--- config.mk ---
export PLATFORM = sky130hd
export DESIGN_NAME = alu_issue_ctrl
export DESIGN_NICKNAME = d
export VERILOG_FILES = /design/src/rtl/alu_issue_ctrl.sv
export SDC_FILE = /design/constraint.sdc
export NUM_CORES = 1
export LEC_CHECK = 0
export ABC_AREA = 0
export BUFFER_PORTS_ARGS = -buffer_cell sky130_fd_sc_hd__clkbuf_2
export CAP_MARGIN = 0
export CORE_MARGIN = 2
export CORE_UTILIZATION = 54
export DETAILED_ROUTE_END_ITERATION = 7
export GPL_TIMING_DRIVEN = 0
export PLACE_DENSITY_LB_ADDON = 0.25
export SYNTH_ARGS = -nofsm -noshare
export SYNTH_HDL_FRONTEND = slang
export SYNTH_SLANG_ARGS = --single-unit
--- constraint.sdc ---
create_clock -name clk -period 2.14 [get_ports clk]
set_input_delay 0.107 -clock clk [delete_from_list [all_inputs] [get_ports clk]]
set_output_delay 0.107 -clock clk [all_outputs]
set_load 0.02 [all_outputs]
--- src/rtl/alu_issue_ctrl.sv ---
// alu_issue_ctrl: issue/writeback controller for an external combinational 8-bit ALU.
// It accepts one instruction at a time, reads operands from a small register file,
// drives them to the ALU, picks the ALU output that matches the opcode, and writes
// the result and flags back.
// Optional feature macro: ALU_ISSUE_SAT_EN. When it is defined, an ADD or MUL2 that
// overflows writes 0xFF instead of the wrapped value.
module alu_issue_ctrl #(
  parameter int unsigned NREGS = 4,
  parameter int unsigned AW    = 2
) (
  input  logic          clk,
  input  logic          rst_n,
  input  logic          in_valid,
  output logic          in_ready,
  input  logic [2:0]    in_op,
  input  logic [AW-1:0] in_rd,
  input  logic [AW-1:0] in_rs,
  input  logic [7:0]    in_imm,
  output logic [7:0]    alu_r1,
  output logic [7:0]    alu_r2,
  input  logic [7:0]    alu_add,
  input  logic [7:0]    alu_mul2,
  input  logic [7:0]    alu_div2,
  input  logic [7:0]    alu_and,
  input  logic [7:0]    alu_or,
  input  logic [7:0]    alu_cmp,
  input  logic          alu_add_ovf,
  input  logic          alu_mul2_ovf,
  output logic          done,
  output logic          flag_z,
  output logic          flag_v,
  input  logic [AW-1:0] dbg_addr,
  output logic [7:0]    dbg_data
);

  localparam logic [2:0] OpAdd  = 3'd0;
  localparam logic [2:0] OpMul2 = 3'd1;
  localparam logic [2:0] OpDiv2 = 3'd2;
  localparam logic [2:0] OpAnd  = 3'd3;
  localparam logic [2:0] OpOr   = 3'd4;
  localparam logic [2:0] OpCmp  = 3'd5;
  localparam logic [2:0] OpLdi  = 3'd6;
  localparam logic [2:0] OpMov  = 3'd7;

  typedef enum logic [1:0] {StIdle, StRead, StExec, StWrite} state_e;

  state_e        state_q, state_d;
  logic [2:0]    op_q;
  logic [AW-1:0] rd_q, rs_q;
  logic [7:0]    imm_q;
  logic [7:0]    regs_q [NREGS];
  logic [7:0]    r1_q, r2_q;
  logic [7:0]    result_q, res_sel;
  logic          ovf_q, ovf_sel;
  logic          flag_z_q, flag_v_q;

  // State register
  always_ff @(posedge clk or negedge rst_n) begin
    if (!rst_n) state_q <= StIdle;
    else        state_q <= state_d;
  end

  // Next-state: fixed four-cycle walk once an instruction is accepted
  always_comb begin
    state_d = state_q;
    unique case (state_q)
      StIdle:  if (in_valid) state_d = StRead;
      StRead:  state_d = StExec;
      StExec:  state_d = StWrite;
      StWrite: state_d = StIdle;
      default: state_d = StIdle;
    endcase
  end

  // Latch the instruction fields on handshake
  always_ff @(posedge clk or negedge rst_n) begin
    if (!rst_n) begin
      op_q  <= '0;
      rd_q  <= '0;
      rs_q  <= '0;
      imm_q <= '0;
    end else if (state_q == StIdle && in_valid) begin
      op_q  <= in_op;
      rd_q  <= in_rd;
      rs_q  <= in_rs;
      imm_q <= in_imm;
    end
  end

  // Operand registers: loaded in READ, held until the next READ
  always_ff @(posedge clk or negedge rst_n) begin
    if (!rst_n) begin
      r1_q <= '0;
      r2_q <= '0;
    end else if (state_q == StRead) begin
      r1_q <= regs_q[rd_q];
      r2_q <= regs_q[rs_q];
    end
  end

  // Result select by opcode; only ADD and MUL2 can report overflow
  always_comb begin
    res_sel = '0;
    ovf_sel = 1'b0;
    unique case (op_q)
      OpAdd:  begin res_sel = alu_add;  ovf_sel = alu_add_ovf;  end
      OpMul2: begin res_sel = alu_mul2; ovf_sel = alu_mul2_ovf; end
      OpDiv2: res_sel = alu_div2;
      OpAnd:  res_sel = alu_and;
      OpOr:   res_sel = alu_or;
      OpCmp:  res_sel = alu_cmp;
      OpLdi:  res_sel = imm_q;
      OpMov:  res_sel = r2_q;
      default: res_sel = '0;
    endcase
`ifdef ALU_ISSUE_SAT_EN
    if (ovf_sel) res_sel = 8'hFF;
`endif
  end

  // Capture the settled ALU output in EXEC
  always_ff @(posedge clk or negedge rst_n) begin
    if (!rst_n) begin
      result_q <= '0;
      ovf_q    <= 1'b0;
    end else if (state_q == StExec) begin
      result_q <= res_sel;
      ovf_q    <= ovf_sel;
    end
  end

  // Writeback of register file and flags in WRITE
  always_ff @(posedge clk or negedge rst_n) begin
    if (!rst_n) begin
      for (int i = 0; i < NREGS; i++) regs_q[i] <= '0;
      flag_z_q <= 1'b0;
      flag_v_q <= 1'b0;
    end else if (state_q == StWrite) begin
      regs_q[rd_q] <= result_q;
      flag_z_q     <= (result_q == 8'h00);
      // flag_v tracks only the ops that can overflow
      if (op_q == OpAdd || op_q == OpMul2) flag_v_q <= ovf_q;
    end
  end

  assign in_ready = (state_q == StIdle);
  assign done     = (state_q == StWrite);
  assign alu_r1   = r1_q;
  assign alu_r2   = r2_q;
  assign flag_z   = flag_z_q;
  assign flag_v   = flag_v_q;
  assign dbg_data = regs_q[dbg_addr];

endmodule

# ---- Word level (Yosys, flattened, before mapping)
# Index checks and enable logic that the tools add are counted.
# Widths: inputs -> output; s select.
dict set report totals {
  register_bits 76
  inputBits 70
  out_inout_bits 28
}
dict set report op_classes {
  order_cmp 4
  n_eq_ne 11
  muxes 16
  bitwise 3
  n_reduce_logical 7
}
# cell count
set ops {}
lappend ops {{$pmux 8 s8} 1}
lappend ops {{$mux 8} 7}
lappend ops {{$bmux 8 s2} 3}
lappend ops {{$bwmux 32} 1}
lappend ops {{$demux 8 s2} 1}
lappend ops {{$eq 3x3->1 const B} 4}
lappend ops {{$ge 3x3->1 const B} 3}
lappend ops {{$not 2->3} 3}
lappend ops {{$logic_not 8->1} 1}
lappend ops {{$pmux 2 s4} 1}
lappend ops {{$eq 3x2->1 const B} 2}
lappend ops {{$eq 2x2->1 const B} 2}
lappend ops {{$eq 3x1->1 const B} 1}
lappend ops {{$logic_not 3->1} 1}
lappend ops {{$lt 3x1->1 const B} 1}
lappend ops {{$eq 2x1->1 const B} 1}
lappend ops {{$logic_and 1x1->1} 2}
lappend ops {{$logic_not 2->1} 1}
lappend ops {{$mux 2} 1}
lappend ops {{$ne 2x2->1 const B} 1}
lappend ops {{$pmux 1 s2} 1}
lappend ops {{$reduce_and 2->1} 1}
lappend ops {{$logic_or 1x1->1} 1}

# ---- Logic depth before layout (Yosys ltp)
# Gate-level depths: netlist (run 1).
dict set report logic_depth {
  ltp_word 6
  ltp_mapped 6
  ltp_nobuf 5
}

# ---- Worst setup path after synthesis (run 1)
# OpenSTA, ideal clock, no wires.
dict set report synth_path {
  kind {reg2reg}
  startpoint {reg state_q[0]}
  endpoint {reg regs_q[24] (netlist name)}
  setup_ps 125
  t_arrival_ps 1511
  required_ps 2015
  path_slack_ps 504
  path_stages_with_launch 4
  path_buffers 0
  period_less_slack_ps 1636
  path_cell_list {dfrtp_1 -> ha_1 -> nor3b_4 -> mux2_2}
}
dict set report synth_via {
  elab_chain_cells 1
}
# item line
set synth_rtl {}
lappend synth_rtl {{start: declaration} 47} ;# state_e state_q, state_d;
lappend synth_rtl {{start signal: assignment} 59} ;# if (!rst_n) state_q <= StIdle;
lappend synth_rtl {{start signal: assignment} 60} ;# else state_q <= state_d;
lappend synth_rtl {{$eq 2x2->1} --}
lappend synth_rtl {{via done} 29} ;# output logic done,
lappend synth_rtl {{end signal: indexed assignment} 139} ;# regs_q[rd_q] <= result_q;
lappend synth_rtl {{end: declaration} 51} ;# logic [7:0] regs_q [NREGS];
# The timed path passes the listed nets, and every way through them passes these cells.
# A chain may end at the register's enable or synchronous reset.

# ---- Worst setup path in the final report (run 1)
dict set report layout_path {
  startpoint {reg state_q[0]}
  endpoint {reg regs_q[25] (netlist name)}
}
dict set report layout_via {
  elab_chain_cells 1
}
# item line
set layout_rtl {}
lappend layout_rtl {{$eq 2x2->1} 138} ;# end else if (state_q == StWrite) begin
# No other way between the ends.

==> metrics list, run 1 <==
* CTS tree: built
- Overflow left after global routing: 0
- STA classifies the critical path startpoint as a register.
- In this run, synthesis inferred 0 flip-flops with an integrated enable.
- Sequential element share of the synthesized area: 0.471
- The number of hold-slack violations in the final timing report was 0.
- Pwr Total: 7.49 mW
- Core region area: 0.00725 mm2
- H-Tree Depth: 3
- Via count of the first global-routing pass: 3,219
- Entering global routing, the biggest net connects 62 pins.
* Max-capacitance violation count: 0
* Yosys cell types: 37
- The path with the worst hold slack has its endpoint at rd_q[1].
* Critical Path Fanout Max: 8
* Slowest CP cell: sky130_fd_sc_hd__nor3b_4
- Worst IR Drop VDD: 651 uV
- Number of warnings issued by yosys: 0
* Drt initial violations: 248
- Launching point of the worst reg2reg path: state_q[0]
- Critical Path AT: 2150 ps
* Global-route usage over all layers: 0.259
- Outcome: completed
* Final count of negative-setup-slack endpoints: 0
* Setup Skew: 11.1 ps
- Synthesized instance count: 321
* Full die area: 0.00819 mm2
- In the final timing run, aggregate negative setup slack is 0 ps.
* Max-slew headroom at the worst pin: 0.585
* Area fraction in and, or, nand and nor cells after synthesis: 0.0669
- Startpoint-to-endpoint class of the critical path: reg -> reg
* Die width: 90.5 um
* Max Fclk: 0.525 GHz
- During I/O placement, the number of pins put on the boundary was 98.
* Final estimated routing congestion in global placement: 0.850
* Clock transition at path regs: 80 ps
* Detailed-route vias per instance: 5.71
* Synth Area in Compound Gates: 0.0966
* Number of buffers added by the clock tree synthesis step: 9
- Flip-flop cell with the highest count after synthesis: sky130_fd_sc_hd__dfrtp_1
* Number of buffers on the longest clock path: 2
* Minimum period implied by the final worst setup slack: 1910 ps
- Post-Route WL: 10.2 mm
* Combinational family with the most area after synthesis: multiplexers
- Layout Area Growth over Synthesis: 23.7%
- Unrepaired setup endpoints after global routing: no
- Worst Tran Pin Value: 622 ps
* Area fraction of the dominant cell type after synthesis: 0.471
- Port buffering added 95 buffers.
* Total power density per cell area: 1500 mW/mm2
* Share of the synthesized netlist area taken by xor and xnor gates: 0
- Starting density of the core: 0.557
- The number of setup buffers added after CTS is 0.
- Library cell with the largest summed area after synthesis: sky130_fd_sc_hd__dfrtp_1
* Hold Crit Class: in -> reg
* Slowest stage delay, CP: 570 ps
- Max-slew violation count: 0
* Die height: 90.5 um
- Data on the critical path is required at its endpoint by 2380 ps.
- Among all cell types in the netlist, the one instantiated most often is sky130_fd_sc_hd__dfrtp_1.
- Number of vias in the routed layout: 3,128
- By area the synthesized netlist is led by sky130_fd_sc_hd__dfrtp_1 47%, sky130_fd_sc_hd__mux4_2 12%, sky130_fd_sc_hd__mux2_2 11%.
- The first detailed-routing pass took 4 iterations.
* Reg-to-Reg End: regs_q[25]
- In this run the worst setup path begins at state_q[0].
- R2R depth: 3
- After synthesis, the mean cell area works out to 12.6 um2.
- In the final layout, the share of cells above drive strength 1 is 0.428.
- Cells along the critical path: ha_1 > nor3b_4 > mux2_2
- The first global-routing pass estimated 16.5 mm of wire.
* Hold wc startpoint: in_rd[1]
- The number of antenna diodes in the final layout is 0.
* Crit. End Element: register
- Final-stage net count: 518
- P_leak: 2.34 nW
* Commonest cells post-synth: 76 x sky130_fd_sc_hd__dfrtp_1, 39 x sky130_fd_sc_hd__mux2_2, 34 x sky130_fd_sc_hd__o21ai_0
* Synthesized flop and latch total: 76
- Count of filler cells inserted in the layout: 553
- Clock tree synthesis selected as its root buffer the cell sky130_fd_sc_hd__clkbuf_8.
- Of the total synthesized cell area, the portion taken by full adders, half adders and majority gates is 0.0124.
* Post-DP HPWL: 7.56 mm
* Number of remaining DRC errors: 0
- The number of antenna violations at the first check in global routing is 0.
- Along the worst hold path, the cell count comes to 2.
* Worst-case register-to-register setup slack: 230 ps
- Crit share post-route: 0.891
* Worst skew pair latency: 350 ps
- ANT nets after route: 0
* Mapped Nets: 395
- Summing every instance area after synthesis gives 0.00404 mm2.
* Portion of netlist area occupied by mux cells: 0.311
* Mean routed wirelength per cell: 18.6 um
- The floorplan has 31 rows.
* # clock sinks: 76
* Fraction of synthesis flops using an asynchronous set or reset pin: 1.00
## registers in the layout, summed over array words and instances, names as in the netlist
signal    count
flag_z        1
rd_q          2
result_q      8
flag_v        1
imm_q         8
regs_q       32
ovf_q         1
rs_q          2
alu_r1        8
state_q       2
alu_r2        8
op_q          3
## routing by layer
metal	up-vias	global-route usage	part of all wire
met3	18	0.0426	0.055
met5	-	0	0
met4	0	0.112	0.023
met2	122	0.415	0.48
met1	1537	0.353	0.44
li1	1451	-	-
## through the flow
stage,area [um2],cells,setup WS (ps),hold WS [ps],utilization
5_1_grt,5000,548,142,2.48,0.689
3_3_place_gp,4640,515,232,327,0.640
3_5_place_dp,4670,516,238,25.8,0.644
4_1_cts,5000,548,217,6.67,0.689
2_1_floorplan,4040,321,504,-189,-
6_report,5000,548,234,11.7,0.689
## critical path, delay by kind of cell (launching register included)
kind | cells | cell delay [ps]
flip-flops | 1 | 400
AND/OR/NAND/NOR | 1 | 570
multiplexers | 1 | 400
adder cells (fa/ha/maj) | 1 | 410
## repair_timing
item	CTS	global route
hold buffers	16	0
resized for setup	0	0
endpoints found under the hold margin	80	0
## power by group
group	switching (mW)	internal (mW)	total [mW]
logic	1.94	1.89	3.83
registers	0.563	2.12	2.68
clock network	0.540	0.445	0.985
total	3.04	4.46	7.49
## layout make-up
type                       count  area [um2]  area share
buffer                        21         116      0.0233
clock buffer                  11         141      0.0283
clock inverter                 5        27.5     0.00551
inverter                      15        56.3      0.0113
multi-input combinational    209        1970       0.393
sequential                    76        1900       0.380
tap                           99         124      0.0248
timing repair buffer         112         666       0.133
## placed cells by master (no fill, tap or decap), drive strengths merged, types with 2 or more instances in the layout
cell type	n
clkbuf	112
dfrtp	76
mux2	44
o21ai	34
nand2	29
mux4	24
mux2i	19
dlygate4sd3	16
buf	16
inv	15
o22ai	8
a211oi	7
nor2	6
nor3b	6
o221ai	5
nand3b	4
ha	4
clkinv	4
nand2b	2
o2bb2ai	2
nand3	2
a21oi	2
nor4	2
## worst max-delay path by stage
stage,end,cells past startpoint
5_1_grt,regs_q[25],3
3_5_place_dp,regs_q[25],3
3_3_place_gp,imm_q[0],1
6_report,regs_q[25],3
2_1_floorplan,regs_q[24],3
4_1_cts,regs_q[30],3
## logic make-up after synthesis
kind of cell    count (synthesis)
mux                            87
compound gates                 64
simple gates                   54
flops                          76
fa+ha+maj                       4
buf+inv                        36
(Power assumes the default switching activity.)
==> run 2, diff against run 1 <==
- CORE_MARGIN: 2 -> unset
==> run 2 against run 1 <==
Via count up 1.5%. Routed wire length down 1.4%. Critical path depth unchanged. Fmax up 1.4%. Core utilization up 0.26 points. Setup slack better by 27 ps. Clock-buffer cell count up 3. Sequential power about the same. Cell count down 0.18%. Clock skew down 4.3 ps. Register-to-register slack better by 30 ps. Hold slack better by 9.9 ps.
==> metrics list, run 2 (synthesis results as in run 1) <==
- The flow ran to the end, and the final reports show no timing, DRC or antenna violations.
- The initial utilization of the core area, before any placement, comes to 0.557.
* Via count of the first global-routing pass: 3,069
* Number of antenna violations at the first check in global routing: 0
- Minimum period implied by the final worst setup slack: 1880 ps
- The repair_antennas step left the layout with diodes totalling 0.
- Summed over all layers, the routed wires come to 10.0 mm.
- Buffers inserted during clock tree synthesis total 9.
- Drt initial violations: 217
- ANT nets after route: 0
- The tree is rooted in a sky130_fd_sc_hd__clkbuf_8.
- Count of buffers inserted at the top-level ports: 95
- R2R depth: 3
- Biggest register: regs_q
- Entering global routing, the biggest net connects 46 pins.
* Max-capacitance violation count: 0
- The worst-case IR drop observed on VDD is 702 uV.
* H-Tree Depth: 3
- The number of hold-slack violations in the final timing report is 0.
- The register with the most flip-flops in the layout has 32 of them.
- STA puts the critical path data arrival time at 2110 ps.
- The clock passes through at most 2 buffers.
- The worst hold path was traced through 2 stages.
* Core region area: 0.00725 mm2
- Timing would allow up to 0.532 GHz.
- The floorplan step set the die height to 88.5 um.
- Max-slew violation count: 0
- Most frequent cells in the layout: 94 x sky130_fd_sc_hd__clkbuf_2, 76 x sky130_fd_sc_hd__dfrtp_1, 39 x sky130_fd_sc_hd__mux2_2
* Worst Tran Pin Value: 585 ps
* Final estimated routing congestion in global placement: 0.853
- Data on the critical path is required at its endpoint by 2370 ps.
- Wire length of the first global-routing pass: 15.7 mm
* Number of rows created at floorplan: 31
- The worst setup path is launched from a register.
* Crit. End Element: register
- After the last flow step, the layout net total stands at 518.
* Setup_tns: 0 ps
- Setup Skew: 6.84 ps
* Post-CTS Repair Setup Buffers: 0
- Worst skew pair latency: 340 ps
- The library cell used most frequently in the layout, excluding fill and tap cells, is sky130_fd_sc_hd__clkbuf_2.
- OpenSTA, run right after detailed placement, puts the worst setup slack at 274 ps.
* Pwr Total: 7.57 mW
- Setup violations remaining at the end of the flow were counted as 0.
- Number of remaining DRC errors: 0
- CTS tree: built
- Across all layers, the routed design uses 3,174 vias.
- Unrepaired setup endpoints after global routing: no
* Cell area after layout: 0.00502 mm2
- Max-slew headroom at the worst pin: 0.610
- Hold Crit Class: in -> reg
- Before antenna repair, the detailed router went through 4 iterations.
- Standard cell area after detailed placement: 0.00467 mm2
* Detailed-route vias per instance: 5.80
- The wire-length estimate of the detail-placed layout is 7.35 mm.
* Total power density per cell area: 1510 mW/mm2
* Final worst setup slack: 261 ps
- Critical Path Fanout Max: 8
- The area growth from synthesis to layout is 24.2%.
- Global-route usage over all layers: 0.277
- The critical path is of the reg -> reg type.
* Die width: 88.5 um
- In the final routed layout, each cell accounts on average for 18.3 um.
- # clock sinks: 76
- The floorplan step defined a die boundary enclosing 0.00783 mm2.
* P_leak: 2.35 nW
- Crit share post-route: 0.878
- Global routing finished with a remaining overflow of 0.
- In the final layout, the share of cells above drive strength 1 is 0.426.
- I/O pin cnt: 98
- Clock transition at path regs: 80 ps
run 2: per-stage QoR:
step,utilization,hold WS [ps],cells
global placement,0.640,327,515
floorplan,-,-189,321
CTS,0.692,9.32,547
global route,0.692,15.3,547
finish,0.692,21.6,547
detailed placement,0.644,122,516
run 2: metal layers:
metal,GRT usage,wire (um),part of all wire,vias up
met3,0.0560,820,0.082,17
met1,0.381,4230,0.42,1547
met4,0.128,204,0.020,0
li1,-,-,-,1449
met2,0.428,4780,0.48,161
met5,0,0,0,-
run 2: repair_timing:
action	in CTS	in global routing
hold endpoints to repair	46	0
resized for setup	0	0
hold buffers	16	0
run 2: report_power, final:
part	total, mW	leakage [nW]	switching, mW	internal (mW)
combinational	3.84	1.31	1.96	1.89
clock	1.06	0.0986	0.514	0.542
sequential	2.67	0.944	0.548	2.12
total	7.57	2.35	3.02	4.55
run 2: area by class of cell:
class,count,area [um2]
buffer,21,116
clock buffer,14,183
clock inverter,1,5.00
fill,558,2230
inverter,15,56.3
multi-input combinational,209,1970
sequential,76,1900
tap,99,124
timing repair buffer,112,666
run 2: worst paths after layout:
path                                  from         end  slack [ps]
worst max-delay path            state_q[0]  regs_q[27]         260
max in group asynchronous            rst_n   alu_r1[1]        1270
worst max register to register  state_q[0]  regs_q[27]         260
worst min-delay path             in_imm[2]    imm_q[2]          20
worst min register to register    imm_q[3]    imm_q[3]         510
min in group asynchronous            rst_n   alu_r1[5]         280
run 2: critical path, cell delays in order, from the launching register on:
cell                      delay [ps]
sky130_fd_sc_hd__dfrtp_1         400
sky130_fd_sc_hd__ha_1            410
sky130_fd_sc_hd__nor3b_4         540
sky130_fd_sc_hd__mux2_2          410
==> run 3, diff against run 2 <==
- CORE_UTILIZATION: 54 -> 50
- MAX_ROUTING_LAYER: unset -> met4
==> run 3 against run 2 <==
Hold slack got worse by 16 ps. Power is 2.3% higher. Sequential power barely moved. Global-route usage down 0.96 points. Die area grew 7.8%. Critical endpoint is now regs_q[31]. Clock power increased by 17%.
==> metrics list, run 3 (synthesis results as in run 1) <==
- # clock sinks: 76
* Full die area: 0.00845 mm2
- Detailed-route vias per instance: 5.70
* Critical Path Fanout Max: 8
- Cells along the critical path: ha_1 > nor3b_4 > mux2_2
* ANT nets after route: 0
- Based on the critical path, the design can be clocked at up to 0.530 GHz.
- The clock tree synthesis step divided the H-tree into 3 levels.
* Max-slew headroom at the worst pin: 0.596
- The slowest stage of the critical path is the sky130_fd_sc_hd__nor3b_4 cell.
- Setup slack on the critical path of the routed design comes to 254 ps.
- At the later pin of the worst-skew pair, clock insertion delay measures 350 ps.
- Die width: 91.9 um
- Worst Setup Slack post-DPL: 276 ps
* Total power density per cell area: 1540 mW/mm2
- Overflow left after global routing: 0
- Crit share post-route: 0.881
- Final count of negative-setup-slack endpoints: 0
- Most frequent cells in the layout: 94 x sky130_fd_sc_hd__clkbuf_2, 76 x sky130_fd_sc_hd__dfrtp_1, 39 x sky130_fd_sc_hd__mux2_2
- STA classifies the critical path endpoint as a register.
- Final hold analysis gives a worst-case slack of 5.76 ps.
- Outcome: completed
- Length of the first detailed-routing pass in iterations: 4
* Count of buffers inserted at the top-level ports: 95
- Drt initial violations: 219
- I/O pin cnt: 98
- Via count of the first global-routing pass: 3,182
- Cell total after placement: 519
* Post-DP HPWL: 7.32 mm
* Setup_tns: 0 ps
- Most common library cell in the layout ignoring fill and taps: sky130_fd_sc_hd__clkbuf_2
- The smallest clock period supported by the final layout is computed as 1890 ps.
* R2R depth: 3
- TritonCTS built the clock tree.
- Unrepaired setup endpoints after global routing: no
- The path with the worst hold slack has its endpoint at op_q[1].
* Hold wc startpoint: in_op[1]
* Post-CTS Repair Setup Buffers: 0
- The tool flagged a number of max-cap violations equal to 0.
* Resize count post-CTS: 0
- On the critical path the largest part of the delay comes from simple AND/OR/NAND/NOR gates.
- In the final routed layout, each cell accounts on average for 18.4 um.
- Layout Area Growth over Synthesis: 24.7%
* Critical Path AT: 2110 ps
- Once layout is complete, the utilization of the core stands at 0.649.
- Biggest register: regs_q
- Post-Route WL: 10.1 mm
- Wire length of the first global-routing pass: 16.4 mm
* Non-filler cells, final: 549
- The initialized floorplan defines 32 standard-cell rows.
- ANT cells: 0
- Worst Setup Start Kind: register
- Counting instances, the worst hold path has a depth of 2.
- Clock skew on the completed layout was measured at 11.3 ps.
- Core region area: 0.00777 mm2
- Across the VDD grid, the largest voltage drop is 621 uV.
- The worst setup path is of the reg -> reg kind.
* Final-stage net count: 517
* Starting density of the core: 0.520
- In the final layout, the share of cells above drive strength 1 is 0.430.
* Hold violation count in the final report: 0
* Pin count of the biggest net entering global routing: 44
- Reg-to-Reg End: regs_q[31]
- Counting both buffers and inverters, the worst setup path holds a total of 0.
* Number of buffers added by the clock tree synthesis step: 9
* Number of remaining DRC errors: 0
- STA puts the critical path data required time at 2370 ps.
- The worst register-to-register path has a setup slack of 250 ps.
- The routed layout has 3,127 vias.
- The most critical setup path has its startpoint at state_q[0].
* Slowest stage delay, CP: 570 ps
- Number of antenna violations at the first check in global routing: 0
- Number of buffers on the longest clock path: 2
* Hold Crit Class: in -> reg
- Launching point of the worst reg2reg path: state_q[0]
- Count of filler cells inserted in the layout: 626
- Worst Tran Pin Value: 606 ps
* Global-route usage over all layers: 0.267
- Die height: 91.9 um
- At the end of routability-driven placement, the weighted congestion stood at 0.844.
* P_leak: 2.35 nW
- Largest register FFs: 32
- Max-slew violation count: 0
- Clock transition at path regs: 80 ps
* Clk root buf: sky130_fd_sc_hd__clkbuf_8
run 3: layer usage:
layer  share of wire  wire, um  track usage  vias up
li1                -         -            -     1446
met3           0.066       662       0.0522       10
met1            0.44      4450        0.355     1527
met4          0.0099       100       0.0951        0
met2            0.48      4890        0.413      144
met5               0         0            -        -
run 3: final cells by class:
type                    instances  area [um2]  area share
flip-flops and latches         76        1900       0.377
inverters                      15        56.3      0.0112
clock inverters                 4        72.6      0.0144
well taps                     102         128      0.0253
repair buffers                111         648       0.129
plain buffers                  21         116      0.0231
multi-input cells             209        1970       0.390
clock buffers                  11         151      0.0300
run 3: worst max-delay path by stage:
stage          depth (start not counted)  slack, ps          to
2_1_floorplan                          3        500  regs_q[24]
4_1_cts                                5        240    imm_q[1]
3_3_place_gp                           1        240  state_q[1]
3_5_place_dp                           5        280    imm_q[1]
5_1_grt                                5        150     op_q[1]
6_report                               3        250  regs_q[31]
run 3: worst reg2reg max path: cells and delay by family (launching register included):
family	cells	cell delay, ps
AND/OR/NAND/NOR	1	570
flip-flops	1	400
adder cells (fa/ha/maj)	1	400
multiplexers	1	400
run 3: metrics by stage:
stage	total power, mW	cell area (um2)
5_1_grt	8.24	5040
2_1_floorplan	5.40	4040
6_report	7.74	5040
3_3_place_gp	6.37	4640
4_1_cts	7.75	5040
3_5_place_dp	6.47	4670
run 3: power breakdown:
part	leakage (nW)	total, mW	switching (mW)	internal [mW]
Clock	0.111	1.24	0.531	0.713
Combinational	1.30	3.82	1.93	1.88
Sequential	0.944	2.68	0.559	2.12
run 3: what timing repair did:
item                                    in CTS  in global routing
endpoints found under the setup margin       0                  0
endpoints found under the hold margin       47                  0
hold buffers                                15                  0
